<file path="config.mk">
export PLATFORM = sky130hd
export DESIGN_NAME = ex_mem_stage
export DESIGN_NICKNAME = d
export VERILOG_FILES = /design/src/rtl/riscv_pkg.sv /design/src/rtl/ex_mem_stage_store_align.sv /design/src/rtl/flop_en_rst_cl.sv /design/src/rtl/ex_mem_stage.sv
export SDC_FILE = /design/constraint.sdc
export NUM_CORES = 1
export LEC_CHECK = 0
export ABC_AREA = 1
export CORE_MARGIN = 2
export CORE_UTILIZATION = 40
export DETAILED_ROUTE_END_ITERATION = 10
export GPL_TIMING_DRIVEN = 0
export PLACE_DENSITY = 0.81
export SLEW_MARGIN = 30
export SYNTH_ARGS = -nofsm -noshare
export SYNTH_HDL_FRONTEND = slang
export SYNTH_SLANG_ARGS = --single-unit
</file>
<file path="constraint.sdc">
create_clock -name clk -period 1.35 [get_ports clk]
set_clock_uncertainty 0.05 [all_clocks]
set_input_delay 0.3375 -clock clk [delete_from_list [all_inputs] [get_ports clk]]
set_output_delay 0.3375 -clock clk [all_outputs]
set_load 0.02 [all_outputs]
</file>
<file path="src/rtl/riscv_pkg.sv">
// riscv_pkg: shared RV32I widths, memory access sizes and result-select encodings
package riscv_pkg;
  localparam int XLEN = 32;
  localparam int BE_W = XLEN / 8;
  localparam logic [1:0] RESULT_SRC_MEM = 2'b01;
  typedef enum logic [1:0] {
    MEM_B = 2'b00,
    MEM_H = 2'b01,
    MEM_W = 2'b10
  } mem_size_e;
endpackage

</file>
<file path="src/rtl/ex_mem_stage_store_align.sv">
// store_align: lane replication, byte enables and misalign flag (flag live only with EXMEM_MISALIGN_CHK_EN)
module store_align
  import riscv_pkg::*;
(
  input  logic [1:0]      size,
  input  logic [1:0]      addr,
  input  logic [XLEN-1:0] data,
  output logic [XLEN-1:0] data_rep,
  output logic [BE_W-1:0] byte_en,
  output logic            misalign
);
  always_comb begin
    data_rep = size == MEM_B ? {4{data[7:0]}} : size == MEM_H ? {2{data[15:0]}} : data;
    byte_en  = size == MEM_B ? 4'b0001 << addr :
               size == MEM_H ? 4'b0011 << addr :
               size == MEM_W ? 4'b1111 : 4'b0000;
`ifdef EXMEM_MISALIGN_CHK_EN
    misalign = (size == MEM_H && addr[0]) || (size == MEM_W && addr != 2'b00);
`else
    misalign = 1'b0;
`endif
  end
endmodule

</file>
<file path="src/rtl/flop_en_rst_cl.sv">
// flop_en_rst_cl: register with sync reset, sync clear and load enable (reset > clear > enable)
module flop_en_rst_cl #(
  parameter int WIDTH = 1,
  parameter logic [WIDTH-1:0] RESET_VAL = '0,
  parameter logic [WIDTH-1:0] CLEAR_VAL = '0
) (
  input  logic             clk,
  input  logic             rst,
  input  logic             en,
  input  logic             clr,
  input  logic [WIDTH-1:0] d,
  output logic [WIDTH-1:0] q
);
  always_ff @(posedge clk) begin
    if (rst) q <= RESET_VAL;
    else if (clr) q <= CLEAR_VAL;
    else if (en) q <= d;
  end
endmodule

</file>
<file path="src/rtl/ex_mem_stage.sv">
// ex_mem_stage: EX/MEM register with stall/flush, valid gating and store alignment; EXMEM_MISALIGN_CHK_EN enables misalign check
module ex_mem_stage
  import riscv_pkg::*;
#(
  parameter int XLEN       = riscv_pkg::XLEN,
  parameter int CTRL_EXT_W = 4
) (
  input  logic                  clk,
  input  logic                  rst,
  input  logic                  StallM,
  input  logic                  FlushM,
  input  logic                  IDEX_valid,
  input  logic                  RegWriteE,
  input  logic                  MemWriteE,
  input  logic [1:0]            ResultSrcE,
  input  logic [2:0]            Funct3E,
  input  logic [CTRL_EXT_W-1:0] CtrlExtE,
  input  logic [XLEN-1:0]       ALUResultE,
  input  logic [XLEN-1:0]       WriteDataE,
  input  logic [XLEN-1:0]       PCPlus4E,
  input  logic [4:0]            RdE,
  output logic                  RegWriteM,
  output logic                  MemWriteM,
  output logic [1:0]            ResultSrcM,
  output logic [2:0]            Funct3M,
  output logic [CTRL_EXT_W-1:0] CtrlExtM,
  output logic [XLEN-1:0]       ALUResultM,
  output logic [XLEN-1:0]       PCPlus4M,
  output logic [XLEN-1:0]       WriteDataM,
  output logic [XLEN/8-1:0]     ByteEnM,
  output logic [4:0]            RdM,
  output logic                  MisalignM,
  output logic                  EXMEM_valid
);
  localparam int W = 1 + 1 + 2 + 3 + CTRL_EXT_W + 3 * XLEN + XLEN / 8 + 5 + 1;
  if (XLEN != 32) begin : g_xlen_chk
    $error("ex_mem_stage: XLEN must be 32");
  end
  logic [XLEN-1:0]   data_rep;
  logic [XLEN/8-1:0] be_raw;
  logic              mis_raw;
  logic              rw_g, mw_g, mis_g;
  logic [1:0]        rs_g;
  logic [W-1:0]      d, q;
  store_align u_align (
    .size    (Funct3E[1:0]),
    .addr    (ALUResultE[1:0]),
    .data    (WriteDataE),
    .data_rep(data_rep),
    .byte_en (be_raw),
    .misalign(mis_raw)
  );
  // The illegal size 2'b11 and misaligned stores both suppress the write; RegWrite stays for the trap unit.
  always_comb begin
    rw_g  = RegWriteE & IDEX_valid;
    rs_g  = IDEX_valid ? ResultSrcE : 2'b00;
    mis_g = IDEX_valid & (MemWriteE | ResultSrcE == RESULT_SRC_MEM) & mis_raw;
    mw_g  = IDEX_valid & MemWriteE & Funct3E[1:0] != 2'b11 & ~mis_raw;
    d     = {rw_g, mw_g, rs_g, Funct3E, CtrlExtE, ALUResultE, PCPlus4E, data_rep,
             mw_g ? be_raw : '0, RdE, mis_g};
  end
  flop_en_rst_cl #(.WIDTH(W)) u_data_reg (
    .clk(clk), .rst(rst), .en(~StallM), .clr(FlushM), .d(d), .q(q)
  );
  flop_en_rst_cl #(.WIDTH(1)) u_valid_reg (
    .clk(clk), .rst(rst), .en(~StallM), .clr(FlushM), .d(IDEX_valid), .q(EXMEM_valid)
  );
  assign {RegWriteM, MemWriteM, ResultSrcM, Funct3M, CtrlExtM, ALUResultM, PCPlus4M, WriteDataM,
          ByteEnM, RdM, MisalignM} = q;
endmodule

</file>
**Word level (Yosys, flattened, before mapping)**

Index checks and enable logic that the tools add are counted.

- Muxes and demuxes: 7
- Reduce and logical (&&, ||, !) cells: 2
- Multiply operators: 0
- Shifts and indexed selects: 2
- Equal/unequal tests: 3
- Add/subtract/negate cells: 0
- Bitwise gates (word level): 3
- $lt $le $gt $ge: 0
- Divide/modulo/power cells: 0

Operators by type and width:

| kind | number |
|---|---|
| two-way mux 32 bit | 2 |
| two-way mux 4 bit | 4 |
| << shifter 1 x 2 -> 4 bit (first input constant) | 1 |
| << shifter 2 x 2 -> 4 bit (first input constant) | 1 |
| AND 1 bit | 3 |
| equality test 2 x 1 -> 1 bit (second input constant) | 1 |
| equality test 2 bit (second input constant) | 1 |
| zero test 2 bit | 1 |
| two-way mux 2 bit | 1 |
| != test 2 bit (second input constant) | 1 |
| OR reduction 2 bit | 1 |

- Memory bits (writable): 0
- Input bits: 117
- Memories: 0
- Word-level logic and storage cells: 19
- Memory bits (read-only): 0
- Register bits: 117
- Output and inout port bits: 118
- Bits in latches: 0

**Depth between registers and ports, before layout**

- Word-level depth: 5
- Gate-level depth with buffers: 8
- Depth with buffers taken out: 8

**By module**

From an unflattened synthesis, not the netlist that was laid out.

- Cell total of the unflattened synthesis: 881
- Area total of the unflattened synthesis: 5,466.5 sq um

Modules (own cells, without submodules):

| module | area each (sq um) | cells an instance | times used |
|---|---|---|---|
| flop_en_rst_cl at u_data_reg | 4,750.8 | 741 | 1 |
| store_align | 559.3 | 109 | 1 |
| ex_mem_stage | 111.4 | 24 | 1 |
| flop_en_rst_cl at u_valid_reg | 45.0 | 7 | 1 |

**Least setup slack after synthesis**

No wires, ideal clock.

- Kind: in2reg
- From: input Funct3E[0]
- To: register u_data_reg.q[18]
- Arrival: 0.976 ns
- Library setup time: 0.113 ns
- Slack: 0.211 ns
- Buffers on the path: 2
- Cell stages on the path: 6
- Cells stage by stage: buf_6 > nor2_4 > buf_6 > nor2_1 > o21ai_1 > inv_1

- Word-level cells in the longest chain between the ends: 2

Ends and longest elaborated chain:

| what | line | text |
|---|---|---|
| from (decl) | ex_mem_stage.sv:16 | `input logic [2:0] Funct3E,` |
| zero test 2 bit | ex_mem_stage_store_align.sv:13 | `data_rep = size == MEM_B ? {4{data[7:0]}} : size == MEM_H ? {2{data[15:0]}} : data;` |
| two-way mux 32 bit | ex_mem_stage_store_align.sv:13 |  |
| to (signal assigned) | flop_en_rst_cl.sv:15 | `if (rst) q <= RESET_VAL;` |
| to (signal assigned) | flop_en_rst_cl.sv:16 | `else if (clr) q <= CLEAR_VAL;` |
| to (signal assigned) | flop_en_rst_cl.sv:17 | `else if (en) q <= d;` |
| to (decl) | flop_en_rst_cl.sv:12 | `output logic [WIDTH-1:0] q` |

Every way passes these cells.
A chain may end at the register's enable or synchronous reset.

**Worst setup path in the final report**

- From: register u_data_reg.q[31]
- To: output WriteDataM[21]

RTL lines:

| what | line | text |
|---|---|---|
| to (decl) | ex_mem_stage.sv:29 | `output logic [XLEN-1:0] WriteDataM,` |

No word-level cell between the ends.

==> results.sh <==
export IMPL_cp_data_arrival_time_ps=930
export IMPL_netlist_area_leader_share_pct=51.4
export IMPL_synth_edf_count=0
export IMPL_drtAntennaViolNets=0
export IMPL_comb_power_share_pct=12.9
export IMPL_start_util_pct=41.5
export IMPL_drt_iter0_markers=275
export IMPL_async_flop_share_pct=0
export IMPL_drt_pre_antenna_iters=4
export IMPL_finalSetupViolations=0
export IMPL_yosysSeqAreaShare_pct=51.4
export IMPL_synth_seq_cells=117
export IMPL_reg2reg_to="u_data_reg.q[25]$_SDFFE_PP0N_"
export IMPL_yosys_warnings=0
export IMPL_ys_flop_type="dfxtp_1"
export IMPL_globalplace_congestion=0.862
export IMPL_critPathLaunch="u_data_reg.q[31]$_SDFFE_PP0N_"
export IMPL_critPathSlowestCell="dfxtp_1"
export IMPL_criticalPathCategory="reg2out"
export IMPL_wire_per_inst_um=14.3
export IMPL_status="finished clean"
export IMPL_die_w_um=111
export IMPL_drive_above_1_share_pct=22.4
export IMPL_htree_levels=4
export IMPL_syn_nets=745
export IMPL_dp_slack_ps=-467
export IMPL_gr_usage_all_layers_pct=23.8
export IMPL_clockBufferDepth=2
export IMPL_ctsHoldBuffers=0
export IMPL_antenna_found_initial=1
export IMPL_netSwitchingPower_mw=2.28
export IMPL_reg2reg_from="u_data_reg.q[25]$_SDFFE_PP0N_"
export IMPL_design_core_area_sq_um=11000
export IMPL_crit_path_max_incr_delay_ps=340
export IMPL_place_hpwl_um=11000
export IMPL_rr_worst_depth=4
export IMPL_yosysMostFrequentCell="nand2_1"
export IMPL_grt_max_degree=17
export IMPL_ios=235
export IMPL_areaGrowthSynthToFinish_pct=56.2
export IMPL_path_clk_slew_ps=60
export IMPL_internal_power_mw=6.83
export IMPL_grt_pass1_wl_um=23600
export IMPL_period_needed_ps=1320
export IMPL_min_path_type="in2reg"
export IMPL_pwr_share_seq_pct=39.7
export IMPL_slew_violations=0
export IMPL_finalPower_mw=9.11
export IMPL_max_cap_violations=0
export IMPL_fin_setup_tns_ps=0
export IMPL_grt_pass1_vias=4669
export IMPL_finalNetCount=998
export IMPL_fmax_ghz=0.757
export IMPL_ys_types=20
export IMPL_syn_avg_cell_area_sq_um=7.30
export IMPL_tritoncts="built"
export IMPL_cts_sinks=117
export IMPL_vias=4901
export IMPL_dpl_cell_count=996
export IMPL_cts_buffers=17
export IMPL_p_leak_nw=3.44
export IMPL_crit_cells=1
export IMPL_vias_per_cell=4.75
export IMPL_cp_start_kind="flip-flop"
export IMPL_synth_area_leader_cell="dfxtp_1"
export IMPL_fin_cells=1031
export IMPL_finalCritPeriodShare_pct=97.9
export IMPL_endpoint_kind="output port"
export IMPL_power_density_nw_per_um2=1280
export IMPL_rsz0062_at_grt="no"
export IMPL_dieArea_sq_um=12300
export IMPL_placementRows=38
export IMPL_cp_endpoint="WriteDataM[21]"
export IMPL_hold_viol_final=0
export IMPL_wl_um=14800
export IMPL_ir_drop_mv=0.696
export IMPL_synth_common_cells="nand2_1 (232), dfxtp_1 (117), a21oi_1 (90)"
export IMPL_synth_cells=624
export IMPL_switching_share_pct=25.1
export IMPL_whs_ps=168
export IMPL_worstSkewPairLatency_ps=390
export IMPL_grt_ovfl_total=0
export IMPL_port_buffer_count=232
export IMPL_die_height_um=111
export IMPL_yosys_top_cells_area="dfxtp_1 (51%), nand2_1 (19%), a21oi_1 (9.9%)"
export IMPL_cp_top_family="flip-flops"
export IMPL_timing_reg2reg_setup_slack_ps=590
export IMPL_required_ps=960
export IMPL_crit_fanout=2
export IMPL_path_buf_inv=1
export IMPL_clock_root_buffer="clkbuf_16"
export IMPL_syn_cell_area_sq_um=4550
export IMPL_crit_chain="buf_2"
export IMPL_fin_ws_ps=28.7
export IMPL_drc=0
export IMPL_power_frac_clock_pct=47.4
[power groups by stage]
stage / Sequential [mW] / Combinational [mW] / Clock (mW)
finish: 3.62 / 1.17 / 4.32
global route: 3.63 / 1.28 / 4.53
CTS: 3.62 / 1.17 / 4.37
detailed placement: 3.70 / 1.26 / 0
global placement: 3.69 / 1.25 / 0
floorplan: 3.84 / 0.413 / 0
[sequential cells by signal, indices dropped and copies added (netlist names)]
name	count
u_valid_reg.q	1
u_data_reg.q	116
[metal layers]
metal / track usage [%] / wire (um) / up-vias
met5: 0 / 0 / -
met1: 28.4 / 6270 / 2231
met3: 7.49 / 1100 / 24
li1: - / - / 2463
met2: 40.2 / 7080 / 183
met4: 9.00 / 320 / 0
[cell families (layout without fill, tap and decap cells)]
group           after synthesis  after routing  share of synthesized area [%]
fa+ha+maj                     4              4                           1.10
flops                       117            117                           51.4
compound gates              117            117                           12.9
buf+inv                      77            343                           7.97
simple gates                308            308                           26.6
other cells                   1              2                         0.0823
[cell type report]
cell class | count | area [sq um]
Timing Repair Buffer | 234 | 1770
Multi-Input combinational cell | 430 | 1850
Clock buffer | 19 | 433
Buffer | 40 | 259
Tap cell | 140 | 175
Clock inverter | 13 | 134
Antenna cell | 1 | 2.50
Inverter | 37 | 139
Fill cell | 1032 | 3870
Sequential cell | 117 | 2340
[tightest hold or removal path: stages]
cell and delay, ps:
buf_6 120, nand2_1 60, a21oi_1 50
[stage by stage]
stage,utilization (%),area (sq um)
6_report,64.8,7110
5_1_grt,64.8,7110
4_1_cts,64.3,7060
3_5_place_dp,64.2,7050
3_3_place_gp,64.2,7050
2_1_floorplan,-,4550
[cells in the final DEF, fill, tap and decap left out, drive strengths merged]
master         synthesis  layout
nor2                  53      53
a21oi                 90      90
o21ai                 27      27
clkinv                 0       7
dlygate4sd2            0       1
nand2                236     236
clkinvlp               0       3
dlymetal6s2s           0       3
dfxtp                117     117
clkbuf                 9      30
inv                   37      38
clkdlybuf4s50          0     111
conb                   1       1
nand4                  1       1
nand3                 17      17
or2                    1       1
buf                   31     148
bufinv                 0       2
ha                     4       4
diode                  0       1
[repair_timing]
item	4_1_cts	5_1_grt
pin swaps	1	0
resized for setup	475	27
setup endpoints to repair	185	111
setup buffers	2	0
cloned	0	0
[worst min-delay path by stage]
| stage | from | endpoint | depth (start not counted) | slack, ps |
|---|---|---|---|---|
| after floorplan | ALUResultE[10] | u_data_reg.q[84]$_SDFFE_PP0N_ | 2 | 430 |
| after global placement | u_data_reg.q[100]$_SDFFE_PP0N_ | u_data_reg.q[100]$_SDFFE_PP0N_ | 2 | 400 |
| after detailed placement | u_data_reg.q[100]$_SDFFE_PP0N_ | u_data_reg.q[100]$_SDFFE_PP0N_ | 2 | 400 |
| after CTS | Funct3E[0] | u_data_reg.q[110]$_SDFFE_PP0N_ | 3 | 160 |
| after global routing | Funct3E[0] | u_data_reg.q[110]$_SDFFE_PP0N_ | 3 | 180 |
| final | Funct3E[0] | u_data_reg.q[110]$_SDFFE_PP0N_ | 3 | 170 |
(Power assumes the default switching activity.)
